### src/rtl/switch_mode_decoder.sv
// switch_mode_decoder
// Debounces a six-bit front-panel switch word, commits stable words, and
// decodes them into a mode code plus TX/REM enables. A req/ack handshake
// tells the consumer that a new word has been committed. Commits arriving
// while a request is outstanding are coalesced into that request.
//
// Optional feature macro: SWITCH_MODE_CHG_COUNT_EN
//   defined   -> chg_count counts commits since reset, saturating at 16'hFFFF
//   undefined -> chg_count is tied to zero and no counter is built
module switch_mode_decoder #(
  parameter int unsigned DEBOUNCE_CYCLES = 16
) (
  input  logic        clk,
  input  logic        rst,
  input  logic [5:0]  sw,
  input  logic        mode_ack,
  output logic [1:0]  mode_code,
  output logic        tx_en,
  output logic        rem_en,
  output logic        mode_err,
  output logic        mode_req,
  output logic [15:0] chg_count
);

  // The stable counter saturates here; reaching it means the word has been
  // seen unchanged for long enough to be trusted.
  localparam logic [15:0] CNT_MAX = 16'(DEBOUNCE_CYCLES - 1);

  typedef enum logic [1:0] {
    IDLE    = 2'd0,
    STABLE  = 2'd1,
    PENDING = 2'd2
  } state_t;

  state_t      state;
  state_t      state_nxt;
  logic [5:0]  sw_q;
  logic [15:0] stable_cnt;
  logic [5:0]  committed;
  logic        commit;

  // True when exactly one of the four mode select bits is set.
  function automatic logic mode_is_onehot(input logic [3:0] m);
    return (m != 4'd0) && ((m & (m - 4'd1)) == 4'd0);
  endfunction

  // Maps a one-hot mode field (bit3 = mode 1 ... bit0 = mode C) to its code.
  function automatic logic [1:0] mode_encode(input logic [3:0] m);
    logic [1:0] code;
    code = 2'd0;
    case (m)
      4'b1000: code = 2'd0;
      4'b0100: code = 2'd1;
      4'b0010: code = 2'd2;
      4'b0001: code = 2'd3;
      default: code = 2'd0;
    endcase
    return code;
  endfunction

  // Saturating 16-bit increment for the commit counter.
  function automatic logic [15:0] sat_inc16(input logic [15:0] v);
    return (v == 16'hFFFF) ? v : v + 16'd1;
  endfunction

  // Sample the switch word and count how long it has stayed unchanged.
  always_ff @(posedge clk) begin
    if (rst) begin
      sw_q       <= 6'd0;
      stable_cnt <= 16'd0;
    end else begin
      sw_q <= sw;
      if (sw != sw_q) begin
        stable_cnt <= 16'd0;
      end else if (stable_cnt != CNT_MAX) begin
        stable_cnt <= stable_cnt + 16'd1;
      end
    end
  end

  // A word is committed once it is stable and actually new; the first commit
  // after reset always counts, even if it matches the reset value.
  assign commit = (stable_cnt == CNT_MAX) && (sw == sw_q) &&
                  ((sw_q != committed) || (state == IDLE));

  // Load the committed word and decoded outputs on a commit. An illegal mode
  // field flags mode_err but leaves the previous mode_code in place.
  always_ff @(posedge clk) begin
    if (rst) begin
      committed <= 6'd0;
      mode_code <= 2'd0;
      tx_en     <= 1'b0;
      rem_en    <= 1'b0;
      mode_err  <= 1'b1;
    end else if (commit) begin
      committed <= sw_q;
      tx_en     <= sw_q[1];
      rem_en    <= sw_q[0];
      if (mode_is_onehot(sw_q[5:2])) begin
        mode_code <= mode_encode(sw_q[5:2]);
        mode_err  <= 1'b0;
      end else begin
        mode_err  <= 1'b1;
      end
    end
  end

  // Handshake state register.
  always_ff @(posedge clk) begin
    if (rst) begin
      state <= IDLE;
    end else begin
      state <= state_nxt;
    end
  end

  // Next-state logic: a commit always (re)arms the request; an ack only
  // retires it when no new commit lands on the same edge.
  always_comb begin
    state_nxt = state;
    case (state)
      IDLE: begin
        if (commit) state_nxt = PENDING;
      end
      STABLE: begin
        if (commit) state_nxt = PENDING;
      end
      PENDING: begin
        if (!commit && mode_ack) state_nxt = STABLE;
      end
      default: state_nxt = IDLE;
    endcase
  end

  assign mode_req = (state == PENDING);

`ifdef SWITCH_MODE_CHG_COUNT_EN
  logic [15:0] chg_cnt_r;

  // Count commits since reset, holding at full scale.
  always_ff @(posedge clk) begin
    if (rst) begin
      chg_cnt_r <= 16'd0;
    end else if (commit) begin
      chg_cnt_r <= sat_inc16(chg_cnt_r);
    end
  end

  assign chg_count = chg_cnt_r;
`else
  assign chg_count = 16'd0;
`endif

endmodule

### config.mk
export PLATFORM = sky130hd
export DESIGN_NAME = switch_mode_decoder
export DESIGN_NICKNAME = d
export VERILOG_FILES = /design/src/rtl/switch_mode_decoder.sv
export SDC_FILE = /design/constraint.sdc
export NUM_CORES = 1
export LEC_CHECK = 0
export CORE_UTILIZATION = 46
export DETAILED_ROUTE_END_ITERATION = 6
export HOLD_SLACK_MARGIN = 0.05
export PLACE_DENSITY = 0.82
export SLEW_MARGIN = 20
export SYNTH_ARGS = -nofsm -noshare
export SYNTH_HDL_FRONTEND = slang
export SYNTH_SLANG_ARGS = --single-unit
### constraint.sdc
create_clock -name clk -period 1.8 [get_ports clk]
set_input_delay 0.27 -clock clk [delete_from_list [all_inputs] [get_ports clk]]
set_output_delay 0.27 -clock clk [all_outputs]
set_load 0.03 [all_outputs]
# After elaboration in Yosys (flattened, before gate mapping)
# Cells that the tools add are included.
dict set report word_totals {
  register_bits 35
  in_bits 9
  wordCells 41
}
dict set report op_classes {
  n_addsub 2
  eq_ne 12
  muxes 5
  n_bitwise 1
  reduce_logical 13
}
# operator count
set ops {}
lappend ops {{adder 16 x 1 -> 16 bit, second input constant} 1}
lappend ops {{== test 16 x 4 -> 1 bit, second input constant} 1}
lappend ops {{!= test 16 x 4 -> 1 bit, second input constant} 1}
lappend ops {{!= test 6 bit} 2}
lappend ops {{== test 6 bit} 1}
lappend ops {{case mux 2 bit (3 select lines)} 1}
lappend ops {{AND 4 bit} 1}
lappend ops {{== test 4 x 1 -> 1 bit, second input constant} 1}
lappend ops {{== test 4 x 2 -> 1 bit, second input constant} 1}
lappend ops {{== test 4 x 3 -> 1 bit, second input constant} 1}
lappend ops {{logical AND 1 bit} 4}
lappend ops {{zero test 4 bit} 1}
lappend ops {{2-to-1 mux 2 bit} 2}
lappend ops {{!= test 2 x 1 -> 1 bit, second input constant} 2}
lappend ops {{case mux 2 bit (2 select lines)} 1}
lappend ops {{AND reduction 2 bit} 2}
lappend ops {{nonzero test 4 bit} 1}
lappend ops {{OR reduction 2 bit} 2}
lappend ops {{subtractor 4 x 1 -> 4 bit, second input constant} 1}
lappend ops {{== test 2 x 1 -> 1 bit, second input constant} 1}
lappend ops {{== test 2 bit, second input constant} 1}
lappend ops {{zero test 2 bit} 1}
lappend ops {{zero test 1 bit} 1}
lappend ops {{logical OR 1 bit} 1}
lappend ops {{2-to-1 mux 1 bit} 1}

# Depth between registers and ports, before layout
# Gate-level depths: netlist (run 1).
dict set report logic_depth {
  ltp_word 7
  mapped_depth 7
}

# Worst setup path before layout (run 1)
# No wires, ideal clock.
dict set report synth_path {
  kind {register to register}
  start {reg stable_cnt[8]}
  end {reg committed[0]}
  arrival_ps 1845
  required_time_ps 1671
  setup_slack_ps -173
  stages_incl_launch_ff 7
  path_buffers 1
  cell_sequence {dfxtp_1 -> or4_4 -> nand4b_4 -> a2111oi_4 -> buf_6 -> mux2i_1 -> nor2_1}
}
dict set report synth_between {
  elab_chain_cells 3
}
# item line_no
set synth_lines {}
lappend synth_lines {{start: declaration} 38} ;# logic [15:0] stable_cnt;
lappend synth_lines {{start signal: assignment} 76} ;# stable_cnt <= stable_cnt + 16'd1;
lappend synth_lines {{== test 16 x 4 -> 1 bit} 83} ;# assign commit = (stable_cnt == CNT_MAX) && (sw == sw_q) &&
lappend synth_lines {{logical AND 1 bit (2 in a row)} 83}
lappend synth_lines {{end signal: assignment} 96} ;# committed <= sw_q;
lappend synth_lines {{end: declaration} 39} ;# logic [5:0] committed;
# No other way between the ends.
# A chain may end at the register's enable or synchronous reset.

# Final worst setup path (run 1)
dict set report layout_path {
  start {reg stable_cnt[8]}
  end {reg committed[4]}
}
# Same word-level chain as after synthesis.

==> results of run 1 <==
==> power groups by stage <==
stage / combinational [mW] / clock [mW] / sequential, mW
after floorplan: 0.127 / 0 / 0.757
after global placement: 0.126 / 0 / 0.764
after detailed placement: 0.129 / 0 / 0.764
after CTS: 0.130 / 0.432 / 0.747
after global routing: 0.142 / 0.471 / 0.748
final: 0.130 / 0.417 / 0.747
==> layer usage <==
layer	GRT usage [%]	up-vias	share of wire, %
li1	-	633	-
met1	21.3	577	46
met2	27.0	30	50
met3	6.83	2	4.2
met4	7.62	0	0.65
met5	0	-	0
==> logic make-up after synthesis <==
| kind of cell | share of synthesized area [%] |
|---|---|
| buf+inv | 10.6 |
| xor+xnor | 14.9 |
| simple gates | 22.6 |
| compound gates | 6.54 |
| other cells | 0.228 |
| mux | 4.26 |
| flops | 40.1 |
| fa+ha+maj | 0.760 |
==> flip-flops by register name, indices dropped and copies added (netlist names) <==
| name | cells |
|---|---|
| committed | 6 |
| mode_err | 1 |
| mode_code | 2 |
| stable_cnt | 16 |
| sw_q | 6 |
| state | 2 |
==> final timing paths <==
| path | startpoint | endpoint | slack (ns) | depth (start not counted) |
|---|---|---|---|---|
| worst max register to register | stable_cnt[8] | committed[4] | -0.1 | 6 |
| worst max-delay path | stable_cnt[8] | committed[4] | -0.1 | 6 |
| worst min register to register | mode_code[0] | mode_code[0] | 0.48 | 1 |
| worst min-delay path | mode_code[0] | mode_code[0] | 0.48 | 1 |
==> area by class of cell <==
type,instances,area (µm²)
fill,295,1420
multi-input combinational,134,891
sequential,33,663
timing repair buffer,35,297
tap,46,57.6
clock buffer,7,55.1
inverter,3,11.3
==> metrics by stage <==
stage	setup TNS (ns)	setup slack [ns]	utilization [%]	cells
floorplan	-0.260	-0.0437	-	194
global placement	-2.49	-0.204	55.8	250
detailed placement	-4.16	-0.285	55.8	250
CTS	-0.566	-0.0918	57.7	257
global route	-1.39	-0.165	58.3	258
finish	-0.620	-0.0957	58.3	258
==> cells in the mapped netlist, types with 2 or more instances <==
master	instances
buf_2	4
nor2_1	24
nand3_1	3
mux2i_1	7
nor2b_1	8
buf_4	16
nand4_1	6
xnor2_1	12
and4_1	2
nand2_1	8
o2bb2ai_1	2
inv_1	3
clkbuf_1	3
nor4_1	2
o21ai_0	3
nor3_1	7
or3_1	3
a21oi_1	4
dfxtp_1	33
xor2_1	16
==> worst max-delay path, stage by stage (launching register included) <==
cell and delay, ns:
dfxtp_2 0.33, or4_4 0.52, nand4b_4 0.20, a2111oi_4 0.25, buf_4 0.23, mux2i_1 0.19, nor2_1 0.06
==> repair_timing <==
item,in CTS,in global routing
buffers inserted,0,1
resized for setup,3,2
endpoints found under the setup margin,11,11
pin swaps,4,2
==> reports/metrics.csv, run 1 <==
stage;metric;value;unit
cts;CTS max path bufs;2;
timing;setup slack after layout;-0.0957;ns
yosys;Synth area leader;dfxtp_1;
cts;Clock Latency Late Sink;0.33;ns
timing;hold_ws;0.477;ns
yosys;Post-Syn Area;0.00165;mm²
power_and_ir_drop;Pint;968;µW
detailed_routing;via count;1242;
cells_and_area;nets@finish;222;
power_and_ir_drop;Combinational Power Share;10.0;%
place;Post-DP Area;0.00189;mm²
power_and_ir_drop;Worst VDD drop;458;µV
yosys;Main synth FF type;dfxtp_1;
yosys;flops & latches, synth;33;
floorplan;core area;0.00339;mm²
timing;Final Hold Fails;0;
yosys;Unique masters post-synth;33;
floorplan;Die X;61.8;µm
timing;Setup Skew;0.0118;ns
detailed_routing;DR WL/cell;11.3;µm
cts;root buf cell;clkbuf_4;
global_routing;initial antenna violation count;0;
timing;Fmax;0.528;GHz
cts;CTS Buf Count;5;
global_routing;Global Route Usage Sum;17.4;%
critical_path;WP data required;2.03;ns
timing;final worst path period need;1.90;ns
global_routing;largest net degree at the start of global routing;18;
power_and_ir_drop;Sw Ratio;25.1;%
detailed_routing;post-route ant nets;0;
critical_path;CP Max Fanout;8;
cts;CTS H-tree lvls;2;
detailed_routing;Iter 0 DRT Violations;41;
power_and_ir_drop;register share of total power;57.7;%
run_status;status;complete, but fails checks;
timing;Final Slew Violations;0;
cts;Sink Count;33;
critical_path;WS Path Type;register to register;
yosys;Syn Area/Cell;9.20;µm²
cells_and_area;layout cell share with drive strength beyond 1;17.5;%
detailed_routing;vias per inst;4.81;
floorplan;Initial Util;48.6;%
global_routing;Remaining Overflow, GRT;0;
global_routing;vias in the first global route;1059;
floorplan;Die Ht;61.8;µm
yosys;Synth area leaders;dfxtp_1, xor2_1, buf_4;
yosys;total number of yosys warnings;0;
floorplan;IO Pins;31;
yosys;Synth top area share;40.1;%
detailed_routing;final wirelength;2910;µm
detailed_routing;TritonRoute pass-1 iters;4;
power_and_ir_drop;P_sw;325;µW
critical_path;crit path DAT;2.12;ns
power_and_ir_drop;leakage power;0.759;nW
run_status;failing checks;negative setup slack;
yosys;post-synthesis cell count;179;
power_and_ir_drop;Design Power;1.29;mW
floorplan;cell row count;21;
floorplan;die area;0.00382;mm²
timing;number of setup violations in the final report;9;
yosys;Async S/R FF share, synth;0;%
critical_path;CP Capture Type;register;
timing;RSZ-0062 raised after global routing;yes;
critical_path;Critical Path Start Type;register;
cells_and_area;most common cell after layout, fill and taps aside;dfxtp_1;
cells_and_area;area delta synth->final;19.9;%
cells_and_area;most frequent cells in the layout;dfxtp_1, nor2_1, buf_4;
cells_and_area;final instance area;0.00197;mm²
yosys;sequential area share after synthesis;40.1;%
worst_hold_path;Min-Delay Path Class;register to register;
cts;CTS tree;yes;
yosys;Post-synth EDFFs;0;
timing;period utilization;105;%
timing;Worst-Margin Slew;0.492;ns
power_and_ir_drop;PD cells;655;mW/mm²
timing;Slew HR;66.9;%
detailed_routing;DR DRC count;0;
cells_and_area;n_diodes;0;
global_routing;first-pass GRT wire length;4710;µm
run;Max Cap Viol;0;
power_and_ir_drop;Clock power frac;32.3;%
cts;Post-CTS Hold Buffers;0;
place;number of I/O port buffers;14;
place;Final HPWL DP;2200;µm
place;gpl congestion;0.731;
cts;Reg clk slew, reported paths;0.10;ns
Note: power is estimated with default switching activity, not from simulation.
==> inputs of run 2 (changes only) <==
==> constraint.sdc (replaced) <==
create_clock -name clk -period 1.8 [get_ports clk]
set_input_delay 0.18 -clock clk [delete_from_list [all_inputs] [get_ports clk]]
set_output_delay 0.18 -clock clk [all_outputs]
set_load 0.03 [all_outputs]
==> run 2 against run 1 <==
Compared with the run above:
- the flow still finishes with violations (negative setup slack)
- sequential power is essentially flat
- clock-buffer cell count unchanged
- non-clock buffer count is the same
- first-iteration DRC count is 49% lower
- core utilization increased by 1.0 points
- via count fell by 2.1%
- critical endpoint unchanged
- largest power group unchanged
- highest routed layer unchanged
==> reports/metrics.csv, run 2 (same netlist as run 1, synthesis figures left out) <==
stage;metric;value;unit
timing;sum of negative setup slack;-0.366;ns
global_routing;Remaining Overflow, GRT;0;
floorplan;IO Pins;31;
detailed_routing;Iter 0 DRT Violations;21;
place;gpl congestion;0.717;
power_and_ir_drop;register share of total power;51.3;%
timing;period utilization;103;%
cells_and_area;area delta synth->final;22.0;%
floorplan;Die X;61.8;µm
cts;Clock Latency Late Sink;0.34;ns
cells_and_area;biggest regs;stable_cnt x16, committed x6, sw_q x6;
cts;CTS tree;yes;
timing;RSZ-0062 raised after global routing;yes;
detailed_routing;DR WL/cell;10.9;µm
timing;number of setup violations in the final report;8;
global_routing;initial antenna violation count;0;
detailed_routing;DR DRC count;0;
cts;root buf cell;clkbuf_4;
worst_hold_path;HP Start;sw[3];
critical_path;Critical Path Start Type;register;
global_routing;first-pass GRT wire length;4580;µm
global_routing;Global Route Usage Sum;17.2;%
detailed_routing;TritonRoute pass-1 iters;4;
place;Final HPWL DP;2050;µm
global_routing;largest net degree at the start of global routing;18;
timing;Final Slew Violations;0;
cells_and_area;n_diodes;0;
critical_path;WP data required;2.03;ns
cts;Reg clk slew, reported paths;0.10;ns
cells_and_area;max reg flops;16;
timing;Setup Skew;0.00861;ns
cts;CTS Buf Count;5;
floorplan;cell row count;21;
floorplan;Initial Util;48.6;%
detailed_routing;vias per inst;4.69;
critical_path;Worst Setup SP;stable_cnt[8];
timing;hold_ws;0.442;ns
power_and_ir_drop;leakage power;0.778;nW
cts;CTS max path bufs;2;
detailed_routing;via count;1216;
cells_and_area;most common cell after layout, fill and taps aside;dfxtp_1;
floorplan;core area;0.00339;mm²
cts;CTS H-tree lvls;2;
critical_path;Reg2Reg Launch Point;stable_cnt[8];
power_and_ir_drop;PD cells;725;mW/mm²
cts;Sink Count;33;
power_and_ir_drop;Sw Ratio;23.4;%
critical_path;CP Capture Type;register;
detailed_routing;final wirelength;2820;µm
cells_and_area;layout cell share with drive strength beyond 1;17.4;%
power_and_ir_drop;Clock power frac;39.8;%
detailed_routing;post-route ant nets;0;
critical_path;CP Max Fanout;8;
floorplan;die area;0.00382;mm²
critical_path;crit path DAT;2.09;ns
floorplan;Die Ht;61.8;µm
power_and_ir_drop;P_sw;340;µW
global_routing;vias in the first global route;1051;
cells_and_area;Largest Register;stable_cnt;
power_and_ir_drop;Pint;1.12;mW
worst_hold_path;Min-Delay Path Class;primary input to register;
run_status;status;complete, but fails checks;
critical_path;WS Path Type;register to register;
cells_and_area;most frequent cells in the layout;dfxtp_1, nor2_1, buf_4;
timing;Fmax;0.537;GHz
place;number of I/O port buffers;14;
run_status;failing checks;negative setup slack;
power_and_ir_drop;Combinational Power Share;8.9;%
place;worst slack at placement;-0.148;ns
timing;Final Hold Fails;0;
timing;final worst path period need;1.86;ns
power_and_ir_drop;Worst VDD drop;547;µV
timing;setup slack after layout;-0.0611;ns
run;Max Cap Viol;0;
cells_and_area;nets@finish;222;
## run 2: cell types whose count changed in the layout (fill, tap and decap cells not counted)
cell / delta
a21oi_1: -1
nor3_2: -2
buf_4: -1
a21oi_4: +1
bufinv_16: +1
nor3_1: +2
buf_6: +1
## run 2: power groups by stage
stage | sequential, mW | combinational [mW] | clock (mW)
global placement | 0.764 | 0.126 | 0
CTS | 0.747 | 0.128 | 0.597
finish | 0.747 | 0.129 | 0.580
global route | 0.749 | 0.142 | 0.636
detailed placement | 0.764 | 0.128 | 0
floorplan | 0.757 | 0.127 | 0
## run 2: worst paths after layout
| kind | end | slack [ns] | cells after the start |
|---|---|---|---|
| setup / recovery | committed[4] | -0.06 | 6 |
| hold / removal | sw_q[3] | 0.44 | 2 |
| setup reg to reg | committed[4] | -0.06 | 6 |
| hold reg to reg | mode_code[1] | 0.48 | 1 |
## run 2: metal layers
metal  up-vias  global-route usage (%)  wire [µm]
met5         -                       0          0
met4         0                    8.57         63
met3         7                    6.21         95
met2        29                    27.2       1390
met1       546                    20.7       1270
li1        634                       -          -
## run 2: timing repair
item / CTS / global route
setup endpoints to repair: 10 / 11
gates resized for setup: 3 / 3
buffers inserted: 0 / 0
hold buffers: 0 / 0
pin swaps: 0 / 1
## run 2: stage by stage
stage / cells / total power [mW] / util (%) / instance area [µm²]
floorplan: 194 / 0.883 / - / 1710
global placement: 251 / 0.890 / 56.0 / 1900
detailed placement: 251 / 0.892 / 56.0 / 1900
CTS: 259 / 1.47 / 58.8 / 1990
global route: 259 / 1.53 / 59.3 / 2010
finish: 259 / 1.46 / 59.3 / 2010
## run 2: final cells by class
type | instances | area [µm²]
clock buffer | 7 | 55.1
inverter | 3 | 11.3
timing repair buffer | 35 | 300
sequential | 33 | 663
fill | 298 | 1380
clock inverter | 1 | 30.0
tap | 46 | 57.6
multi-input combinational | 134 | 892
## run 2: critical path, cell delays in order (launching register included)
cell and delay [ns]:
dfxtp_2 0.33, or4_4 0.52, nand4b_4 0.21, a2111oi_4 0.25
buf_6 0.20, mux2i_1 0.19, nor2_1 0.05
